$ cat src/rtl/vga_square_scheduler.sv
// Arbitrates the auto and manual drawing sources onto one VGA pixel-write port
// and scans a filled 2^SIDE_LOG2 square, one registered pixel per clock.
module vga_square_scheduler #(
  parameter int SIDE_LOG2 = 3
) (
  input  logic       clock,
  input  logic       resetn,
  input  logic       stop,
  input  logic       auto_req,
  input  logic [7:0] auto_x,
  input  logic [6:0] auto_y,
  input  logic [2:0] auto_color,
  output logic       auto_ack,
  output logic       auto_done,
  input  logic       manual_req,
  input  logic [7:0] manual_x,
  input  logic [6:0] manual_y,
  input  logic [2:0] manual_color,
  output logic       manual_ack,
  output logic       manual_done,
  output logic [7:0] x_out,
  output logic [6:0] y_out,
  output logic [2:0] color_out,
  output logic       plot,
  output logic       busy
);

  localparam int CW = 2 * SIDE_LOG2;

  typedef enum logic [1:0] {IDLE, DRAW, DONE} state_t;

  state_t          state_q, state_d;
  logic [CW-1:0]   cnt_q, cnt_d;
  logic            owner_q, owner_d;
  logic [7:0]      ox_q, ox_d;
  logic [6:0]      oy_q, oy_d;
  logic [2:0]      col_q, col_d;
  logic [7:0]      x_out_q, x_out_d;
  logic [6:0]      y_out_q, y_out_d;
  logic [2:0]      color_out_q, color_out_d;
  logic            plot_q, plot_d;
  logic            auto_ack_q, auto_ack_d;
  logic            manual_ack_q, manual_ack_d;
  logic            auto_done_q, auto_done_d;
  logic            manual_done_q, manual_done_d;
  logic            grant_manual;

  always_comb begin
    state_d       = state_q;
    cnt_d         = cnt_q;
    owner_d       = owner_q;
    ox_d          = ox_q;
    oy_d          = oy_q;
    col_d         = col_q;
    x_out_d       = x_out_q;
    y_out_d       = y_out_q;
    color_out_d   = color_out_q;
    plot_d        = plot_q;
    auto_ack_d    = 1'b0;
    manual_ack_d  = 1'b0;
    auto_done_d   = 1'b0;
    manual_done_d = 1'b0;
    // owner_q: 0 = auto, 1 = manual; stop picks the winner only on a tie
    grant_manual  = manual_req && (!auto_req || stop);

    case (state_q)
      IDLE: begin
        if (auto_req || manual_req) begin
          owner_d      = grant_manual;
          ox_d         = grant_manual ? manual_x     : auto_x;
          oy_d         = grant_manual ? manual_y     : auto_y;
          col_d        = grant_manual ? manual_color : auto_color;
          cnt_d        = '0;
          auto_ack_d   = !grant_manual;
          manual_ack_d = grant_manual;
          state_d      = DRAW;
        end
      end
      DRAW: begin
        x_out_d     = ox_q + 8'(cnt_q[SIDE_LOG2-1:0]);
        y_out_d     = oy_q + 7'(cnt_q[CW-1:SIDE_LOG2]);
        color_out_d = col_q;
        plot_d      = 1'b1;
        cnt_d       = cnt_q + 1'b1;
        if (cnt_q == '1) state_d = DONE;
      end
      DONE: begin
        plot_d        = 1'b0;
        auto_done_d   = !owner_q;
        manual_done_d = owner_q;
        state_d       = IDLE;
      end
      default: state_d = IDLE;
    endcase
  end

  always_ff @(posedge clock or negedge resetn) begin
    if (!resetn) begin
      state_q       <= IDLE;
      cnt_q         <= '0;
      owner_q       <= 1'b0;
      ox_q          <= '0;
      oy_q          <= '0;
      col_q         <= '0;
      x_out_q       <= '0;
      y_out_q       <= '0;
      color_out_q   <= '0;
      plot_q        <= 1'b0;
      auto_ack_q    <= 1'b0;
      manual_ack_q  <= 1'b0;
      auto_done_q   <= 1'b0;
      manual_done_q <= 1'b0;
    end else begin
      state_q       <= state_d;
      cnt_q         <= cnt_d;
      owner_q       <= owner_d;
      ox_q          <= ox_d;
      oy_q          <= oy_d;
      col_q         <= col_d;
      x_out_q       <= x_out_d;
      y_out_q       <= y_out_d;
      color_out_q   <= color_out_d;
      plot_q        <= plot_d;
      auto_ack_q    <= auto_ack_d;
      manual_ack_q  <= manual_ack_d;
      auto_done_q   <= auto_done_d;
      manual_done_q <= manual_done_d;
    end
  end

  assign x_out       = x_out_q;
  assign y_out       = y_out_q;
  assign color_out   = color_out_q;
  assign plot        = plot_q;
  assign auto_ack    = auto_ack_q;
  assign manual_ack  = manual_ack_q;
  assign auto_done   = auto_done_q;
  assign manual_done = manual_done_q;
  assign busy        = (state_q != IDLE);

endmodule

$ cat config.mk
export PLATFORM = sky130hd
export DESIGN_NAME = vga_square_scheduler
export DESIGN_NICKNAME = d
export VERILOG_FILES = /design/src/rtl/vga_square_scheduler.sv
export SDC_FILE = /design/constraint.sdc
export NUM_CORES = 1
export LEC_CHECK = 0
export ABC_AREA = 1
export CORE_MARGIN = 1
export CORE_UTILIZATION = 29
export DETAILED_ROUTE_END_ITERATION = 6
export PLACE_DENSITY_LB_ADDON = 0.15
export REMOVE_ABC_BUFFERS = 1
export SYNTH_ARGS = -nofsm -noshare
export SYNTH_HDL_FRONTEND = slang
export SYNTH_SLANG_ARGS = --single-unit
$ cat constraint.sdc
create_clock -name clock -period 2.9 [get_ports clock]
set_input_delay 0.435 -clock clock [delete_from_list [all_inputs] [get_ports clock]]
set_output_delay 0.435 -clock clock [all_outputs]
set_load 0.03 [all_outputs]
==> results of run 1 <==
registers in the layout (all words and copies together), names as in the netlist:
signal / cells
manual_done: 1
auto_done: 1
ox_q: 8
owner_q: 1
color_out: 3
auto_ack: 1
state_q: 2
col_q: 3
plot: 1
oy_q: 7
cnt_q: 6
x_out: 8
manual_ack: 1
y_out: 7
metal layers:
layer	part of all wire [%]	GRT usage, %	vias to the layer above
met2	50	24.6	49
met3	3.1	2.71	9
li1	-	-	1148
met5	0	0	-
met4	1.6	4.60	0
met1	45	18.5	1023
power by group through the flow:
stage | clock network, mW | logic, mW | registers (mW)
after detailed placement | 0 | 1.78 | 1.26
final | 0.421 | 1.76 | 1.25
after CTS | 0.445 | 1.79 | 1.25
after floorplan | 0 | 0.883 | 1.49
after global placement | 0 | 1.76 | 1.26
after global routing | 0.464 | 2.00 | 1.30
Yosys cell counts:
| master | count | area share (%) |
|---|---|---|
| a21o_1 | 1 | 0.30 |
| a21oi_1 | 28 | 5.5 |
| buf_2 | 6 | 1.2 |
| buf_6 | 1 | 0.44 |
| clkbuf_1 | 3 | 0.44 |
| clkbuf_2 | 1 | 0.20 |
| dfrtp_1 | 50 | 49 |
| fa_1 | 2 | 1.6 |
| ha_1 | 10 | 4.9 |
| inv_1 | 25 | 3.7 |
| inv_2 | 3 | 0.44 |
| nand2_1 | 113 | 17 |
| nand3_1 | 30 | 5.9 |
| nand4_1 | 9 | 2.2 |
| nor2_1 | 21 | 3.1 |
| nor2_2 | 1 | 0.25 |
| o21ai_0 | 11 | 2.2 |
| o21ai_2 | 1 | 0.35 |
| o21ai_4 | 1 | 0.64 |
| or2_2 | 1 | 0.25 |
| xnor2_1 | 1 | 0.35 |
per-stage QoR:
stage	power [mW]	utilization (%)	worst slack (ps)	std cells
global placement	3.03	39.2	859	480
detailed placement	3.04	39.2	825	480
finish	3.43	40.3	614	488
CTS	3.49	40.3	589	488
floorplan	2.38	-	1240	308
global route	3.77	40.3	535	488
cells by family after synthesis:
| kind of cell | count (synthesis) |
|---|---|
| AOI/OAI and AO/OA | 42 |
| xor gates and xnor gates | 1 |
| adders and majority gates | 12 |
| buffers and inverters | 39 |
| DFF | 50 |
| and+or+nand+nor | 175 |
worst max-delay path by stage:
stage                                 endpoint  cells past startpoint  slack [ps]
after CTS                                 busy                      4         590
after global routing                      busy                      4         540
after detailed placement   oy_q[0]$_DFFE_PN0P_                      7         820
after global placement     oy_q[3]$_DFFE_PN0P_                      7         860
after floorplan           col_q[1]$_DFFE_PN0P_                      6        1240
final                                     busy                      4         610
worst register-to-register path: stages, from the launching register on:
cell and delay (ps):
dfrtp_1 490, ha_1 230, inv_1 60, fa_1 390, inv_1 60, nand2_1 60
nand2_1 130, nand4_1 100, nand3_1 90, nand2_1 50
cell type report:
type                            count  share of cell area (%)
Clock buffer                        7                    2.57
Clock inverter                      1                   0.149
Inverter                           28                    3.13
Multi-Input combinational cell    230                    33.4
Sequential cell                    50                    37.2
Tap cell                          105                    3.91
Timing Repair Buffer               67                    19.6
==> impl_metrics.py, run 1 <==
metrics = {
    "place": {
        "hpwl_um": 4510,
        "placed_cell_area_sq_um": 3270,
        "port_buffers": 64,
        "gp_congestion": 0.769,
    },
    "power_and_ir_drop": {
        "switchingPower_mw": 1.54,
        "peakVddDrop_mv": 0.308,
        "power.share.combinational_pct": 51.3,
        "p_leak_nw": 1.61,
        "swShare_pct": 45.0,
        "pwr-share-seq_pct": 36.4,
        "p_int_mw": 1.89,
        "power_frac_clock_pct": 12.3,
        "powerDensity_nw_per_um2": 1020,
    },
    "timing": {
        "drv_slew": 0,
        "tightestPinTransition_ps": 687,
        "finalSetupViolations": 0,
        "rsz0062_at_grt": "no",
        "finalCritPeriodShare_pct": 78.8,
        "hold_viol": 0,
        "fmax_ghz": 0.437,
        "period_minus_slack_ps": 2290,
        "skew_ps": 6.07,
        "slew_headroom_pct": 54.2,
        "timing.hold.ws_ps": 34.6,
        "setup_tns_ps": 0,
    },
    "synthesis": {
        "avgSynthCellArea_sq_um": 7.95,
        "synth_top_family_by_area": "simple AND/OR/NAND/NOR gates",
        "synth-xor-area-share_pct": 0.345,
        "synthMuxAreaShare_pct": 0,
        "synth_seq_cells": 50,
        "synth_seq_area_share_pct": 49.3,
        "synth_adder_area_share_pct": 6.51,
        "netlist_instances": 319,
        "syn_area_sq_um": 2540,
        "synth-simple-area-share_pct": 28.5,
        "synth-compound-area-share_pct": 8.97,
        "yosysWarnings": 0,
        "ys_types": 21,
    },
    "layout": {
        "seq_area_sq_um": 1250,
        "antennaDiodeCount": 0,
        "mostFrequentLayoutCells": "nand2_1, clkdlybuf4s50_1, dfrtp_1",
        "nNetsFinal": 435,
        "final_area_sq_um": 3360,
        "layout_commonest_cell": "nand2_1",
        "multiInputGateArea_sq_um": 1120,
        "layout-drive-gt1-share_pct": 4.70,
        "nFillCells": 872,
        "syn_to_final_growth_pct": 32.4,
    },
    "floorplanning": {
        "io_pins": 65,
        "core_area_sq_um": 8340,
        "start_util_pct": 30.4,
        "dieArea_sq_um": 9130,
        "die_h_um": 95.5,
        "fp.dieW_um": 95.5,
        "rows": 33,
    },
    "routing": {
        "drt_iter0_markers": 73,
        "avgViaCountPerCell": 4.57,
        "drtAntennaViolNets": 0,
        "drc": 0,
        "wire_per_inst_um": 12.4,
        "wirelength_um": 6070,
        "num_vias": 2229,
        "drt_first_pass_iters": 5,
    },
    "global_route": {
        "antenna_found_initial": 0,
        "track_usage_pct": 14.5,
        "grt_overflow": 0,
        "grt_max_degree": 36,
        "grt_pass1_wl_um": 10100,
        "grt_pass1_vias": 2155,
    },
    "clock_network": {
        "cts_resized": 0,
        "cts_tree": "yes",
        "cts_buffers": 5,
        "clk_latency_ps": 300,
        "postCtsSetupBuffers": 0,
        "clk_pin_slew_worst_paths_ps": 90,
        "root_buffer": "clkbuf_8",
        "htree_levels": 2,
        "cts_hold_buf": 0,
        "cts_sinks": 50,
        "clk_path_buf_depth": 2,
    },
    "flow_run": {
        "maxCapViolations": 0,
    },
    "worst_setup_path": {
        "crit_chain": "inv_1 -> ha_1 -> inv_1 -> clkdlybuf4s50_1",
        "cp_common_cell": "inv_1",
        "endpoint_kind": "primary output",
        "rrSetupSlack_ps": 1150,
        "r2r_end": "x_out[6]$_DFFE_PN0P_",
        "cp.arrival_ps": 1850,
        "start_kind": "flop",
        "slowest_stage": "clkdlybuf4s50_1",
        "crit_fanout": 5,
        "criticalPathCategory": "reg -> out",
        "crit_buf_inv": 3,
        "crit_path_start": "state_q[0]$_DFFE_PN0P_",
        "r2r_start": "cnt_q[0]$_DFFE_PN0P_",
        "cp_data_required_time_ps": 2470,
        "cpLargestDelayFamily": "buffers and inverters",
        "ff2ff_path_depth": 9,
        "worst_path_largest_cell_delay_ps": 700,
    },
    "run_status": {
        "status": "finished clean",
    },
    "hold_path": {
        "hp-class": "in -> async",
    },
}
(Power assumes the default switching activity.)
==> run 2, diff against run 1 <==
- clock period: 2.9 -> 2.1 ns (I/O delays scaled with it)
==> run 2 against run 1 <==
Total power up 39%. Clock power up 35%. Worst setup slack worse by 420 ps. Critical path type unchanged. Highest routed layer unchanged.
==> impl_metrics.py, run 2 (synthesis gave the netlist of run 1 again) <==
metrics = {
    "run_status": {
        "status": "finished clean",
    },
    "clock_network": {
        "clk_latency_ps": 310,
        "cts_sinks": 50,
        "root_buffer": "clkbuf_8",
        "cts_buffers": 5,
        "clk_pin_slew_worst_paths_ps": 100,
        "htree_levels": 2,
        "cts_tree": "yes",
        "postCtsSetupBuffers": 0,
        "clk_path_buf_depth": 2,
    },
    "worst_setup_path": {
        "cp_common_cell": "inv_1",
        "crit_chain": "inv_1 -> ha_1 -> inv_1 -> dlygate4sd2_1",
        "worst_path_largest_cell_delay_ps": 420,
        "r2r_start": "cnt_q[0]$_DFFE_PN0P_",
        "crit_fanout": 5,
        "r2r_end": "x_out[6]$_DFFE_PN0P_",
        "crit_end": "busy",
        "endpoint_kind": "primary output",
        "crit_path_start": "state_q[0]$_DFFE_PN0P_",
        "cp.arrival_ps": 1590,
        "cp_data_required_time_ps": 1780,
        "rrSetupSlack_ps": 350,
        "slowest_stage": "dlygate4sd2_1",
        "crit_buf_inv": 3,
        "criticalPathCategory": "reg -> out",
        "cpLargestDelayFamily": "buffers and inverters",
        "worst-path-stages": 4,
        "start_kind": "flop",
        "ff2ff_path_depth": 9,
    },
    "timing": {
        "finalSetupViolations": 0,
        "rsz0062_at_grt": "no",
        "slew_headroom_pct": 56.0,
        "period_minus_slack_ps": 1910,
        "setup_ws_ps": 192,
        "finalCritPeriodShare_pct": 90.9,
        "fmax_ghz": 0.524,
        "tightestPinTransition_ps": 660,
        "setup_tns_ps": 0,
        "drv_slew": 0,
        "skew_ps": 8.11,
        "hold_viol": 0,
    },
    "global_route": {
        "grt_max_degree": 23,
        "grt_overflow": 0,
        "track_usage_pct": 14.7,
        "grt_pass1_wl_um": 10300,
        "antenna_found_initial": 0,
        "grt_pass1_vias": 2203,
    },
    "routing": {
        "wirelength_um": 6140,
        "drc": 0,
        "drt_iter0_markers": 61,
        "drt_first_pass_iters": 4,
        "drtAntennaViolNets": 0,
        "avgViaCountPerCell": 4.57,
        "num_vias": 2252,
        "wire_per_inst_um": 12.5,
    },
    "floorplanning": {
        "rows": 33,
        "fp.dieW_um": 95.5,
        "io_pins": 65,
        "start_util_pct": 30.4,
        "core_area_sq_um": 8340,
        "dieArea_sq_um": 9130,
        "die_h_um": 95.5,
    },
    "hold_path": {
        "hp-class": "reg -> reg",
    },
    "layout": {
        "syn_to_final_growth_pct": 34.4,
        "fin_util_pct": 40.9,
        "nFillCells": 893,
        "antennaDiodeCount": 0,
        "layout_commonest_cell": "nand2_1",
        "mostFrequentLayoutCells": "nand2_1, clkdlybuf4s50_1, dfrtp_1",
        "nNetsFinal": 440,
        "layout-drive-gt1-share_pct": 5.93,
    },
    "flow_run": {
        "maxCapViolations": 0,
    },
    "power_and_ir_drop": {
        "finalPower_mw": 4.77,
        "p_leak_nw": 1.64,
        "powerDensity_nw_per_um2": 1400,
        "peakVddDrop_mv": 0.451,
    },
    "place": {
        "hpwl_um": 4640,
        "gp_congestion": 0.759,
        "port_buffers": 64,
        "dp_slack_ps": 245,
    },
}
[run 2: through the flow]
step	area, sq um	hold slack [ps]	std cells
2_1_floorplan	2480	19.4	308
3_3_place_gp	3310	313	484
3_5_place_dp	3310	308	484
4_1_cts	3410	467	493
5_1_grt	3410	500	493
6_report	3410	464	493
[run 2: repair_timing]
action | 4_1_cts | 5_1_grt
endpoints found under the setup margin | 1 | 0
hold endpoints to repair | 18 | 0
gates resized for setup | 1 | 0
hold buffers | 1 | 0
[run 2: worst min path at each step]
stage                   startpoint              endpoint  slack, ps  cells after the start
6_report       owner_q$_DFFE_PN0P_   auto_done$_DFF_PN0_        460                      1
5_1_grt        owner_q$_DFFE_PN0P_   auto_done$_DFF_PN0_        500                      1
4_1_cts        owner_q$_DFFE_PN0P_   auto_done$_DFF_PN0_        470                      1
3_5_place_dp                resetn  x_out[3]$_DFFE_PN0P_        310                      1
3_3_place_gp                resetn  x_out[3]$_DFFE_PN0P_        310                      1
2_1_floorplan               resetn    auto_ack$_DFF_PN0_         20                      0
[run 2: worst register-to-register path: stages (launching register included)]
cell	delay, ps
dfrtp_1	490
ha_1	240
inv_1	60
fa_1	380
inv_1	60
nand2_1	60
nand2_1	120
nand4_1	90
nand3_1	100
nand2_1	50
[run 2: final cells by class]
type / instances / area (sq um) / area share (%)
clock buffer: 5 / 68.8 / 2.02
clock inverter: 3 / 21.3 / 0.624
inverter: 28 / 105 / 3.08
multi-input combinational: 230 / 1120 / 32.9
sequential: 50 / 1250 / 36.7
tap: 105 / 131 / 3.85
timing repair buffer: 72 / 709 / 20.8
[run 2: where the power goes]
part	internal [mW]	switching [mW]	total, mW
combinational	0.965	1.49	2.46
sequential	1.40	0.345	1.74
clock	0.235	0.334	0.569
total	2.60	2.17	4.77
[run 2: routing by layer]
metal	track usage, %	vias to the layer above	share of wire [%]
li1	-	1159	-
met1	18.4	1053	46
met2	25.2	33	49
met3	2.95	7	2.8
met4	4.85	0	1.4
met5	0	-	0
==> run 3, diff against run 2 <==
- CAP_MARGIN: unset -> 20
- clock period: 2.1 -> 2.25 ns (I/O delays scaled with it)
==> run 3 against run 2 <==
Worst hold slack got worse by 3.2 ps. Sequential cell count did not move. Cell count rose by 0.20%. Count of clock-buffer cells in the layout rose by 2. Highest routed layer unchanged.
==> impl_metrics.py, run 3 (synthesis gave the netlist of run 1 again) <==
metrics = {
    "worst_setup_path": {
        "r2r_start": "cnt_q[0]$_DFFE_PN0P_",
        "cp_common_cell": "inv_1",
        "worst-path-stages": 4,
        "endpoint_kind": "primary output",
        "criticalPathCategory": "reg -> out",
        "cp.arrival_ps": 1450,
        "slowest_stage": "dfrtp_1",
        "crit_chain": "inv_1 -> ha_1 -> inv_1 -> dlymetal6s2s_1",
        "cpLargestDelayFamily": "buffers and inverters",
        "rrSetupSlack_ps": 470,
        "crit_buf_inv": 3,
        "cp_data_required_time_ps": 1910,
        "crit_fanout": 5,
        "start_kind": "flop",
        "crit_path_start": "state_q[0]$_DFFE_PN0P_",
        "r2r_end": "x_out[6]$_DFFE_PN0P_",
        "worst_path_largest_cell_delay_ps": 380,
        "crit_end": "busy",
        "ff2ff_path_depth": 9,
    },
    "global_route": {
        "grt_pass1_vias": 2283,
        "track_usage_pct": 15.0,
        "grt_max_degree": 20,
        "grt_pass1_wl_um": 10500,
        "antenna_found_initial": 0,
        "grt_overflow": 0,
    },
    "timing": {
        "fmax_ghz": 0.558,
        "finalCritPeriodShare_pct": 79.6,
        "finalSetupViolations": 0,
        "setup_tns_ps": 0,
        "setup_ws_ps": 459,
        "period_minus_slack_ps": 1790,
        "tightestPinTransition_ps": 505,
        "slew_headroom_pct": 66.2,
        "skew_ps": 6.62,
        "drv_slew": 0,
        "rsz0062_at_grt": "no",
        "hold_viol": 0,
    },
    "clock_network": {
        "cts_sinks": 50,
        "root_buffer": "clkbuf_8",
        "clk_path_buf_depth": 2,
        "cts_tree": "yes",
        "clk_pin_slew_worst_paths_ps": 90,
        "htree_levels": 2,
        "cts_buffers": 5,
        "clk_latency_ps": 300,
        "postCtsSetupBuffers": 0,
    },
    "routing": {
        "drt_first_pass_iters": 5,
        "wirelength_um": 6230,
        "avgViaCountPerCell": 4.62,
        "drc": 0,
        "drt_iter0_markers": 109,
        "num_vias": 2282,
        "wire_per_inst_um": 12.6,
        "drtAntennaViolNets": 0,
    },
    "layout": {
        "layout_commonest_cell": "nand2_1",
        "mostFrequentLayoutCells": "nand2_1, clkdlybuf4s50_1, dfrtp_1",
        "layout-drive-gt1-share_pct": 5.66,
        "nNetsFinal": 441,
        "fin_util_pct": 41.1,
        "syn_to_final_growth_pct": 35.0,
        "antennaDiodeCount": 0,
    },
    "power_and_ir_drop": {
        "powerDensity_nw_per_um2": 1340,
        "p_leak_nw": 1.65,
        "swShare_pct": 44.1,
        "pwr-share-seq_pct": 35.3,
        "p_int_mw": 2.56,
        "power.share.combinational_pct": 50.9,
        "switchingPower_mw": 2.02,
        "peakVddDrop_mv": 0.452,
        "power_frac_clock_pct": 13.9,
    },
    "run_status": {
        "status": "finished clean",
    },
    "place": {
        "dp_slack_ps": 348,
        "port_buffers": 64,
        "hpwl_um": 4730,
        "gp_congestion": 0.760,
    },
    "floorplanning": {
        "fp.dieW_um": 95.5,
        "die_h_um": 95.5,
        "dieArea_sq_um": 9130,
        "core_area_sq_um": 8340,
        "start_util_pct": 30.4,
        "rows": 33,
        "io_pins": 65,
    },
    "hold_path": {
        "hp-class": "reg -> reg",
    },
    "flow_run": {
        "maxCapViolations": 0,
    },
}
run 3: worst min path at each step:
| stage | startpoint | to | cells after the start |
|---|---|---|---|
| after floorplan | resetn | auto_ack$_DFF_PN0_ | 0 |
| after global placement | resetn | x_out[3]$_DFFE_PN0P_ | 1 |
| after detailed placement | resetn | x_out[3]$_DFFE_PN0P_ | 1 |
| after CTS | owner_q$_DFFE_PN0P_ | auto_done$_DFF_PN0_ | 1 |
| after global routing | owner_q$_DFFE_PN0P_ | auto_done$_DFF_PN0_ | 1 |
| final | owner_q$_DFFE_PN0P_ | auto_done$_DFF_PN0_ | 1 |
run 3: area by class of cell:
type	count	area [sq um]
fill	882	4910
inverter	28	105
tap	105	131
timing repair buffer	73	708
clock inverter	1	30.0
multi-input combinational	230	1120
clock buffer	7	76.3
sequential	50	1250
run 3: metal layers:
metal	part of all wire, %	up-vias	global-route usage [%]
met2	51	34	26.4
met4	1.2	0	4.48
met5	0	-	0
met3	2.5	5	2.47
li1	-	1167	-
met1	45	1076	18.9
run 3: power by group through the flow:
stage	registers (mW)	clock network (mW)	logic, mW
final	1.61	0.635	2.33
after CTS	1.62	0.654	2.37
after detailed placement	1.64	0	2.36
after global routing	1.69	0.689	2.64
after global placement	1.63	0	2.32
after floorplan	1.92	0	1.14
run 3: stage by stage:
step,hold WS [ps],cells,total power [mW],area (sq um)
floorplan,41.9,308,3.06,2480
detailed placement,294,485,3.99,3310
CTS,467,494,4.65,3420
finish,461,494,4.58,3430
global placement,286,485,3.95,3310
global route,498,494,5.01,3430
run 3: repair_timing:
| item | in CTS | in global routing |
|---|---|---|
| endpoints found under the hold margin | 14 | 0 |
| hold buffers | 1 | 0 |
| gates resized for setup | 0 | 1 |
| endpoints found under the setup margin | 0 | 1 |
